==> src/rtl/axi4lite_pkg.sv <==
// rtl/axi4lite_pkg.sv - shared AXI4-Lite response codes and read-slave state type
package axi4lite_pkg;

    localparam logic [1:0] RESP_OKAY   = 2'b00;
    localparam logic [1:0] RESP_SLVERR = 2'b10;

    typedef enum logic [1:0] {
        IDLE,
        WAIT_ACK,
        RVALID
    } rd_state_t;

endpackage

==> src/rtl/axi4lite_read_if.sv <==
// rtl/axi4lite_read_if.sv - AXI4-Lite AR and R channel bundle
interface axi4lite_read_if #(
    parameter int ADDR_WIDTH = 40,
    parameter int DATA_WIDTH = 32
);
    logic [ADDR_WIDTH-1:0] axi_araddr;
    logic [2:0]            axi_arprot;
    logic                  axi_arvalid;
    logic                  axi_arready;
    logic [DATA_WIDTH-1:0] axi_rdata;
    logic [1:0]            axi_rresp;
    logic                  axi_rvalid;
    logic                  axi_rready;

    modport slave (
        input  axi_araddr, axi_arprot, axi_arvalid, axi_rready,
        output axi_arready, axi_rdata, axi_rresp, axi_rvalid
    );

    modport master (
        output axi_araddr, axi_arprot, axi_arvalid, axi_rready,
        input  axi_arready, axi_rdata, axi_rresp, axi_rvalid
    );
endinterface

==> src/rtl/axi4lite_read.sv <==
// rtl/axi4lite_read.sv - AXI4-Lite read slave bridging to a strobe/ack fabric register port
module axi4lite_read
    import axi4lite_pkg::*;
#(
    parameter int ADDR_WIDTH     = 40,
    parameter int DATA_WIDTH     = 32,
    parameter int TIMEOUT_CYCLES = 255
) (
    input  logic                  clk,
    input  logic                  reset,
    axi4lite_read_if.slave        axi,
    output logic [ADDR_WIDTH-1:0] rd_addr,
    output logic [2:0]            rd_prot,
    output logic                  rd_req,
    input  logic [DATA_WIDTH-1:0] rd_data,
    input  logic                  rd_ack,
    input  logic                  rd_err
);

    localparam bit TIMEOUT_EN = (TIMEOUT_CYCLES != 0);
    localparam int TW = (TIMEOUT_CYCLES > 0) ? $clog2(TIMEOUT_CYCLES + 1) : 1;
    localparam logic [TW-1:0] TIMER_LAST = TW'((TIMEOUT_CYCLES > 0) ? TIMEOUT_CYCLES - 1 : 0);
    localparam logic [TW-1:0] TIMER_MAX  = '1;

    rd_state_t             state_q, state_d;
    logic [TW-1:0]         timer_q, timer_d;
    logic                  arready_q, arready_d;
    logic                  rvalid_q, rvalid_d;
    logic [DATA_WIDTH-1:0] rdata_q, rdata_d;
    logic [1:0]            rresp_q, rresp_d;
    logic [ADDR_WIDTH-1:0] addr_q, addr_d;
    logic [2:0]            prot_q, prot_d;
    logic                  req_q, req_d;

    always_ff @(posedge clk) begin
        if (reset) begin
            state_q   <= IDLE;
            timer_q   <= '0;
            arready_q <= 1'b0;
            rvalid_q  <= 1'b0;
            rdata_q   <= '0;
            rresp_q   <= RESP_OKAY;
            addr_q    <= '0;
            prot_q    <= '0;
            req_q     <= 1'b0;
        end else begin
            state_q   <= state_d;
            timer_q   <= timer_d;
            arready_q <= arready_d;
            rvalid_q  <= rvalid_d;
            rdata_q   <= rdata_d;
            rresp_q   <= rresp_d;
            addr_q    <= addr_d;
            prot_q    <= prot_d;
            req_q     <= req_d;
        end
    end

    always_comb begin
        state_d   = state_q;
        timer_d   = timer_q;
        arready_d = arready_q;
        rvalid_d  = rvalid_q;
        rdata_d   = rdata_q;
        rresp_d   = rresp_q;
        addr_d    = addr_q;
        prot_d    = prot_q;
        req_d     = 1'b0;

        case (state_q)
            IDLE: begin
                arready_d = 1'b1;
                rvalid_d  = 1'b0;
                if (axi.axi_arvalid && arready_q) begin
                    addr_d    = axi.axi_araddr;
                    prot_d    = axi.axi_arprot;
                    req_d     = 1'b1;
                    arready_d = 1'b0;
                    timer_d   = '0;
                    state_d   = WAIT_ACK;
                end
            end

            WAIT_ACK: begin
                // Ack is checked before the timeout so a last-cycle ack still returns data.
                if (rd_ack) begin
                    rdata_d  = rd_data;
                    rresp_d  = rd_err ? RESP_SLVERR : RESP_OKAY;
                    rvalid_d = 1'b1;
                    state_d  = RVALID;
                end else if (TIMEOUT_EN && (timer_q == TIMER_LAST)) begin
                    rdata_d  = '0;
                    rresp_d  = RESP_SLVERR;
                    rvalid_d = 1'b1;
                    state_d  = RVALID;
                end else if (timer_q != TIMER_MAX) begin
                    timer_d = timer_q + 1'b1;
                end
            end

            RVALID: begin
                if (axi.axi_rready) begin
                    rvalid_d  = 1'b0;
                    arready_d = 1'b1;
                    state_d   = IDLE;
                end
            end

            default: begin
                state_d = IDLE;
            end
        endcase
    end

    assign axi.axi_arready = arready_q;
    assign axi.axi_rvalid  = rvalid_q;
    assign axi.axi_rdata   = rdata_q;
    assign axi.axi_rresp   = rresp_q;
    assign rd_addr         = addr_q;
    assign rd_prot         = prot_q;
    assign rd_req          = req_q;

endmodule

==> src/flat_wrapper.sv <==
// flat-port wrapper written by rule: the top's interface ports become plain ports
module axi4lite_read_flat import axi4lite_pkg::*;
#(
    parameter int ADDR_WIDTH     = 40,
    parameter int DATA_WIDTH     = 32,
    parameter int TIMEOUT_CYCLES = 255
)
  (clk, reset, rd_addr, rd_prot, rd_req, rd_data, rd_ack, rd_err, axi_axi_araddr, axi_axi_arprot, axi_axi_arvalid, axi_axi_rready, axi_axi_arready, axi_axi_rdata, axi_axi_rresp, axi_axi_rvalid);
  axi4lite_read_if #(.ADDR_WIDTH(ADDR_WIDTH), .DATA_WIDTH(DATA_WIDTH)) axi_i ();
  input  logic clk;
  input  logic reset;
  output logic [ADDR_WIDTH-1:0] rd_addr;
  output logic [2:0] rd_prot;
  output logic rd_req;
  input  logic [DATA_WIDTH-1:0] rd_data;
  input  logic rd_ack;
  input  logic rd_err;
  input wire logic [$bits(axi_i.axi_araddr)-1:0] axi_axi_araddr;
  input wire logic [$bits(axi_i.axi_arprot)-1:0] axi_axi_arprot;
  input wire logic [$bits(axi_i.axi_arvalid)-1:0] axi_axi_arvalid;
  input wire logic [$bits(axi_i.axi_rready)-1:0] axi_axi_rready;
  output wire logic [$bits(axi_i.axi_arready)-1:0] axi_axi_arready;
  output wire logic [$bits(axi_i.axi_rdata)-1:0] axi_axi_rdata;
  output wire logic [$bits(axi_i.axi_rresp)-1:0] axi_axi_rresp;
  output wire logic [$bits(axi_i.axi_rvalid)-1:0] axi_axi_rvalid;
  assign axi_i.axi_araddr = axi_axi_araddr;
  assign axi_i.axi_arprot = axi_axi_arprot;
  assign axi_i.axi_arvalid = axi_axi_arvalid;
  assign axi_i.axi_rready = axi_axi_rready;
  assign axi_axi_arready = axi_i.axi_arready;
  assign axi_axi_rdata = axi_i.axi_rdata;
  assign axi_axi_rresp = axi_i.axi_rresp;
  assign axi_axi_rvalid = axi_i.axi_rvalid;
  axi4lite_read #(.ADDR_WIDTH(ADDR_WIDTH), .DATA_WIDTH(DATA_WIDTH), .TIMEOUT_CYCLES(TIMEOUT_CYCLES)) u_core (.clk(clk), .reset(reset), .axi(axi_i), .rd_addr(rd_addr), .rd_prot(rd_prot), .rd_req(rd_req), .rd_data(rd_data), .rd_ack(rd_ack), .rd_err(rd_err));
endmodule
==> config.mk <==
export PLATFORM = sky130hd
export DESIGN_NAME = axi4lite_read_flat
export DESIGN_NICKNAME = d
export VERILOG_FILES = /design/src/rtl/axi4lite_pkg.sv /design/src/rtl/axi4lite_read_if.sv /design/src/rtl/axi4lite_read.sv /design/src/flat_wrapper.sv
export SDC_FILE = /design/constraint.sdc
export NUM_CORES = 1
export LEC_CHECK = 0
export BUFFER_PORTS_ARGS = -buffer_cell sky130_fd_sc_hd__buf_2
export CAP_MARGIN = 20
export CORE_ASPECT_RATIO = 1.4
export CORE_MARGIN = 3
export CORE_UTILIZATION = 41
export DETAILED_ROUTE_END_ITERATION = 12
export PLACE_DENSITY = 0.68
export SYNTH_ARGS = -nofsm -noshare
export SYNTH_HDL_FRONTEND = slang
export SYNTH_SLANG_ARGS = --single-unit
==> constraint.sdc <==
create_clock -name clk -period 5.2 [get_ports clk]
set_clock_uncertainty 0.2 [all_clocks]
set_input_delay 0.26 -clock clk [delete_from_list [all_inputs] [get_ports clk]]
set_output_delay 0.26 -clock clk [all_outputs]
set_load 0.02 [all_outputs]
==> results of run 1 <==
stage by stage:
stage,instances,utilization
after floorplan,420,-
after global placement,648,0.534
after detailed placement,648,0.534
after CTS,740,0.655
after global routing,742,0.657
final,742,0.657
metal layers:
layer / GRT usage / up-vias / part of all wire
li1: - / 1848 / -
met1: 0.248 / 1731 / 0.36
met2: 0.391 / 154 / 0.51
met3: 0.0510 / 51 / 0.061
met4: 0.164 / 0 / 0.064
met5: 0 / - / 0
cells in the mapped netlist, types with 2 or more instances:
library cell and number:
and2_1 2, buf_2 2, a31oi_1 3, dfxtp_1 89
a21oi_1 80, inv_1 3, o32ai_1 2, ha_1 2
nand2b_1 5, nand3_1 6, a211oi_1 2, clkbuf_1 31
nand2_1 124, nor2_1 7, nor2b_1 2, nor3_1 5
o21ai_0 33
logic make-up after synthesis:
logic type                 after synthesis  synth area share
and+or+nand+nor                        158             0.197
AOI/OAI and AO/OA                      130             0.213
DFF                                     89             0.531
buffers and inverters                   39            0.0477
adders and majority gates                2           0.00745
muxes                                    1           0.00335
other                                    1           0.00112
state kept, by name, indices dropped and copies added, names as in the netlist:
signal	cells
u_core.rd_req	1
u_core.axi.axi_arready	1
u_core.rd_prot	3
u_core.axi.axi_rvalid	1
u_core.axi.axi_rdata	32
u_core.rd_addr	40
u_core.state_q	2
u_core.axi.axi_rresp	1
u_core.timer_q	8
worst register-to-register path, cell delays in order (launching register included):
cell and delay, ns:
dfxtp_1 0.43, inv_1 0.07, ha_1 0.26, a41oi_2 0.44
buf_4 0.35, a2bb2oi_1 0.29, o32ai_1 0.13
where the power goes:
group | internal [mW] | leakage [nW] | switching, mW | total [mW]
combinational | 0.104 | 1.41 | 0.123 | 0.226
clock | 0.218 | 0.0929 | 0.226 | 0.444
sequential | 0.708 | 0.722 | 0.0150 | 0.723
total | 1.03 | 2.22 | 0.364 | 1.39
layout make-up:
| class | instances | area (um2) | area share |
|---|---|---|---|
| Multi-Input combinational cell | 292 | 1440 | 0.279 |
| Clock buffer | 11 | 131 | 0.0255 |
| Tap cell | 100 | 125 | 0.0243 |
| Timing Repair Buffer | 242 | 1620 | 0.314 |
| Clock inverter | 4 | 45.0 | 0.00874 |
| Sequential cell | 89 | 1780 | 0.346 |
| Antenna cell | 1 | 2.50 | 0.000486 |
| Inverter | 3 | 11.3 | 0.00219 |
final timing paths:
check	startpoint	to	slack, ns	cells after the start
max reg2reg	u_core.timer_q[0]$_SDFFE_PP0P_	u_core.timer_q[3]$_SDFFE_PP0P_	2.91	6
min	rd_ack	u_core.timer_q[2]$_SDFFE_PP0P_	0.17	4
max	u_core.timer_q[0]$_SDFFE_PP0P_	u_core.timer_q[3]$_SDFFE_PP0P_	2.91	6
min reg2reg	u_core.rd_addr[6]$_SDFFE_PP0P_	u_core.rd_addr[6]$_SDFFE_PP0P_	0.25	2
==> summary.md, run 1 <==
| Metric | Value |
|---|---|
| Clock Latency Late Sink | `0.35 ns` |
| Post-synth EDFFs | `0` |
| WL final | `around 10 mm` |
| RSZ-0062 raised after global routing | `false` |
| Fin area | `just over 5000 um2` |
| Largest buffer count on any clock path | `2` |
| Crit-path cells | `inv_1 > ha_1 > a41oi_2 > buf_4 > a2bb2oi_1 > o32ai_1` |
| Max stage delay on crit path | `between 0.4 and 0.5 ns` |
| Buffers plus inverters on the worst setup path | `2` |
| Crit-path slowest cell | `a41oi_2` |
| Avg WL per Cell | `14.1 um` |
| Yosys top cell area share | `0.531` |
| Synth area leaders | `dfxtp_1 (53%), nand2_1 (14%), a21oi_1 (12%), o21ai_0 (4.9%), clkbuf_1 (3.5%)` |
| Tot Pwr | `roughly 1.4 mW` |
| Rel. slew slack | `0.429` |
| Pre-antenna DRT Iters | `4` |
| Power per Cell Area | `270 nW/um2` |
| Vias in the first global route | `3755` |
| First-pass GRT wire length | `16.8 mm` |
| Worst Path Arrival | `2.31 ns` |
| Setup_tns | `0 ns` |
| Area delta synth->final | `53.4%` |
| Max-cap violations | `0` |
| Hold Worst Slack | `0.166 ns` |
| Layout cells sized above 1 | `0.285` |
| RD Place Congestion | `0.770` |
| Port-buffer cells | `159` |
| CTS-repair resized insts | `0` |
| Most frequent cells in the layout | `buf_2 (159), nand2_1 (124), dfxtp_1 (89), a21oi_1 (80), dlygate4sd3_1 (77)` |
| Core ar. | `~8000 um2` |
| Post-synthesis sequential area ratio | `0.531` |
| Max VDD drop | `214 uV` |
| Crit Path Class | `reg -> reg` |
| Largest area contributor in the netlist | `dfxtp_1` |
| FF+latch count, synth | `89` |
| Most common cell after layout, fill and taps aside | `buf_2` |
| Fin crit period | `2.29 ns` |
| P_leak | `2.22 nW` |
| I/O Pins | `161` |
| Iter 0 DRT Violations | `271` |
| Yosys warnings | `0` |
| Crit share post-route | `0.440` |
| DRC Markers | `0` |
| Syn nets | `503` |
| Synthesized area per cell | `8.00 um2` |
| Die Span Y | `113 um` |
| Netlist Area Pre-Place | `3360 um2` |
| Num rows | `38` |
| CTS Root Cell | `clkbuf_8` |
| Filler cells | `around 680` |
| Post-Place Setup Slack | `2.85 ns` |
| Cell family with most CP delay | `compound AO/OA/AOI/OAI gates` |
| Die area | `just over 9000 um2` |
| Worst endpoint required time | `5.23 ns` |
| Postcts setup bufs | `0` |
| Remaining Overflow, GRT | `0` |
| H-Tree Depth | `3` |
| Area after DPL | `4190 um2` |
| Status | `completed` |
| Fin. Hold Viols | `0` |
| Max Clk Rate | `between 400 and 500 MHz` |
| Worst Path Max Fanout | `26` |
| Distinct cells, synth | `39` |
| GRT Total Usage | `0.232` |
| Largest net degree at the start of global routing | `48` |
| Horiz. Die Dim | `82.5 um` |
| CP Capture Type | `flop` |
| # setup viols final | `0` |
| Share of synthesized registers carrying an async set or reset | `0` |
| Slew Viols, Final | `0` |
| Critical Path Start Type | `flop` |
| Setup ws final | `2.91 ns` |
| Final ANT Viol Nets | `0` |
| Initial antenna violation count | `1` |
| Clock sinks | `89` |
| Synth Flop Type | `dfxtp_1` |
| Initial Util | `0.428` |
| HP Class | `in -> reg` |
| Vias per Instance | `about 5.1` |
| Mapped Cells | `420` |
| Dpl hpwl | `roughly 6.2 mm` |
| Hold buffers post-CTS | `a little under 80` |
| Slew @ Worst Pin | `0.856 ns` |
| Clk slew on worst S/H paths | `0.08 ns` |
| CTS tree | `built` |
| Via count | `3784` |
| TritonCTS Buffers | `9` |
| Final #Nets | `720` |
No activity file was read; power rests on OpenSTA's default activity.
==> run 2, diff against run 1 <==
--- a/config.mk
+++ b/config.mk
@@ -5,6 +5,7 @@
 export SDC_FILE = /design/constraint.sdc
 export NUM_CORES = 1
 export LEC_CHECK = 0
+export ABC_AREA = 1
 export BUFFER_PORTS_ARGS = -buffer_cell sky130_fd_sc_hd__buf_2
 export CAP_MARGIN = 20
 export CORE_ASPECT_RATIO = 1.4
==> constraint.sdc (replaced) <==
create_clock -name clk -period 2.3 [get_ports clk]
set_clock_uncertainty 0.2 [all_clocks]
set_input_delay 0.115 -clock clk [delete_from_list [all_inputs] [get_ports clk]]
set_output_delay 0.115 -clock clk [all_outputs]
set_load 0.02 [all_outputs]
==> run 2 against run 1 <==
  * Wire length shrank 3.4%
  * Synthesized cell count grew 5.5%
  * Critical path type unchanged
  * Flip-flop and latch count did not move
  * Die area up 1.0%
  * Critical endpoint is now u_core.axi.axi_rdata[16]$_SDFFE_PP0P_
  * Worst setup slack worse by 2.5 ns
  * Sequential power rose by 130%
  * Global-route usage shrank 1.7 points
  * Total power rose by 140%
  * Non-clock buffer count unchanged
  * Area after synthesis rose by 1.1%
  * Count of clock-buffer cells in the layout rose by 1
==> summary.md, run 2 <==
| Metric | Value |
|---|---|
| Status | `completed` |
| HP Class | `in -> reg` |
| Clock Latency Late Sink | `0.35 ns (about the same)` |
| Synth Flop Type | `dfxtp_1` |
| Hold buffers post-CTS | `79 (+2.6%)` |
| Avg WL per Cell | `13.0 um (-7.5%)` |
| Yosys warnings | `0 (unchanged)` |
| Final #Nets | `753 (+4.6%)` |
| Num rows | `38 (unchanged)` |
| Die Span Y | `114 um (+0.53%)` |
| Mapped Cells | `443 (+5.5%)` |
| Fin. Hold Viols | `0 (unchanged)` |
| ANT cells | `0 (-1)` |
| Met1 Wirelength | `3.82 mm (+1.0%)` |
| RD Place Congestion | `0.830 (+7.8%)` |
| H-Tree Depth | `3 (unchanged)` |
| WL final | `10.1 mm (-3.4%)` |
| Crit share post-route | `0.823 (+0.383)` |
| Largest buffer count on any clock path | `2 (unchanged)` |
| Placed instance count | `680 (+4.9%)` |
| Max VDD drop | `566 uV (+160%)` |
| Post-synth EDFFs | `0 (unchanged)` |
| Worst Path Arrival | `1.98 ns (-0.33 ns)` |
| Post-synthesis sequential area ratio | `0.525 (-0.00586)` |
| Cell family with most CP delay | `simple AND/OR/NAND/NOR gates` |
| CP Capture Type | `flop` |
| Fin crit period | `1.89 ns (-0.396 ns)` |
| Largest area contributor in the netlist | `dfxtp_1` |
| Pre-antenna DRT Iters | `4 (unchanged)` |
| Routed wl met3 | `464 um (-27%)` |
| GRT Total Usage | `0.215 (-0.0167)` |
| Yosys top cell area share | `0.525 (-0.00586)` |
| Max-cap violations | `0 (unchanged)` |
| Buffers plus inverters on the worst setup path | `3 (+1)` |
| Most frequent cells in the layout | `nand2_1 (178), buf_2 (159), dfxtp_1 (89), dlygate4sd3_1 (79), nand3_1 (54)` |
| Synth top cells by count | `nand2_1 (178), dfxtp_1 (89), nand3_1 (54)` |
| Dpl hpwl | `6.36 mm (+2.9%)` |
| Crit Path Class | `reg -> reg` |
| Crit-path slowest cell | `dfxtp_1` |
| Rel. slew slack | `0.615 (+0.185)` |
| TritonCTS Buffers | `9 (unchanged)` |
| Area delta synth->final | `53.7%` |
| RSZ-0062 raised after global routing | `false` |
| Port-buffer cells | `159 (unchanged)` |
| Syn nets | `526 (+4.6%)` |
| Synthesized area per cell | `7.67 um2 (-4.1%)` |
| Core ar. | `7890 um2 (+0.61%)` |
| Max FFs per register | `40 (unchanged)` |
| R2R setup slack | `0.41 ns (-2.50 ns)` |
| I/O Pins | `161 (unchanged)` |
| CTS tree | `built` |
| Initial Util | `0.430 (+0.00218)` |
| FF+latch count, synth | `89 (unchanged)` |
| Slew Viols, Final | `0 (unchanged)` |
| Post-Layout Cell Count | `775 (+4.4%)` |
| Horiz. Die Dim | `82.9 um (+0.52%)` |
| Power per Cell Area | `647 nW/um2 (+140%)` |
| Clock sinks | `89 (unchanged)` |
| Critical Path Start Type | `flop` |
| Vias in the first global route | `3632 (-3.3%)` |
| Synth area leaders | `dfxtp_1 (52%), nand2_1 (20%), nand3_1 (8.0%), a21oi_1 (6.5%), buf_6 (2.0%)` |
| # setup viols final | `0 (unchanged)` |
| Max Clk Rate | `528 MHz (+21%)` |
| Max stage delay on crit path | `0.39 ns (-0.05 ns)` |
| WL met2 | `5.29 mm (-1.4%)` |
| Distinct cells, synth | `24 (-38%)` |
| Most common cell after layout, fill and taps aside | `nand2_1` |
| Worst endpoint required time | `2.38 ns (-2.85 ns)` |
| Vias per Instance | `4.79 (-6.1%)` |
| P_leak | `2.61 nW (+17%)` |
| Largest net degree at the start of global routing | `46 (-4.2%)` |
| Setup_tns | `0 ns (unchanged)` |
| Cell with the most instances after synthesis | `nand2_1` |
| CTS Root Cell | `clkbuf_8` |
| Netlist Area Pre-Place | `3400 um2 (+1.1%)` |
| Iter 0 DRT Violations | `191 (-30%)` |
| Die area | `9430 um2 (+1.0%)` |
| DRC Markers | `0 (unchanged)` |
| Worst Path Max Fanout | `29 (+12%)` |
| Postcts setup bufs | `0 (unchanged)` |
| First-pass GRT wire length | `16.6 mm (-1.7%)` |
| Via count | `3713 (-1.9%)` |
| Initial antenna violation count | `0 (-1)` |
| CTS-repair resized insts | `0 (unchanged)` |
| Final ANT Viol Nets | `0 (unchanged)` |
| Slew @ Worst Pin | `0.578 ns (-0.278 ns)` |
| Crit-path cells | `inv_1 > ha_1 > inv_1 > nor2_1 > nand2_1 > nand2_2 > nand2_4 > buf_4 > nand2_1 > a21oi_1` |
| Top Metal Used | `met4` |
| Share of synthesized registers carrying an async set or reset | `0 (unchanged)` |
| Layout cells sized above 1 | `0.281 (-0.00401)` |
| Remaining Overflow, GRT | `0 (unchanged)` |
| Clk slew on worst S/H paths | `0.08 ns (about the same)` |
-- run 2: cell type report --
type                    count  area [um2]
inverters                  18        67.6
repair buffers            242        1630
fillers                   674        2670
well taps                 100         125
clock buffers              12         165
flip-flops and latches     89        1780
multi-input cells         310        1380
clock inverters             4        73.8
-- run 2: routing by layer --
layer,vias up,GRT usage
met3,40,0.0390
met2,139,0.385
li1,1855,-
met5,-,0
met1,1679,0.225
met4,0,0.154
-- run 2: stage by stage --
step | cell area (um2) | utilization | worst slack, ns | hold WS (ns) | power (mW)
2_1_floorplan | 3400 | - | 0.791 | 0.0181 | 1.93
3_3_place_gp | 4190 | 0.531 | 0.501 | 0.102 | 2.08
3_5_place_dp | 4190 | 0.531 | 0.409 | 0.106 | 2.09
4_1_cts | 5220 | 0.661 | 0.380 | 0.0269 | 3.41
5_1_grt | 5220 | 0.661 | 0.218 | 0.0459 | 3.53
6_report | 5220 | 0.661 | 0.407 | 0.0509 | 3.38
-- run 2: cells by family after synthesis --
kind of cell | after synthesis | synth area share
AND/OR/NAND/NOR | 259 | 0.324
flip-flops | 89 | 0.525
AO/OA/AOI/OAI | 48 | 0.0730
buffers and inverters | 44 | 0.0700
adder cells (fa/ha/maj) | 2 | 0.00737
other | 1 | 0.00110
-- run 2: tightest hold or removal path, stage by stage --
cell and delay (ns):
buf_2 0.10, nand3_2 0.15, nor2_8 0.14
-- run 2: path summary, 6_finish.rpt --
check,start,to,cells after the start
setup / recovery,u_core.timer_q[0]$_SDFFE_PP0P_,u_core.axi.axi_rdata[16]$_SDFFE_PP0P_,10
hold / removal,axi_axi_arvalid,u_core.rd_req$_SDFF_PP0_,3
setup reg to reg,u_core.timer_q[0]$_SDFFE_PP0P_,u_core.axi.axi_rdata[16]$_SDFFE_PP0P_,10
hold reg to reg,u_core.axi.axi_rresp[1]$_SDFFE_PP0P_,u_core.axi.axi_rresp[1]$_SDFFE_PP0P_,2
-- run 2: where the power goes --
part	internal, mW	switching [mW]	leakage, nW
clock network	0.701	0.516	0.123
registers	1.61	0.0412	0.723
logic	0.234	0.276	1.76
total	2.54	0.834	2.61
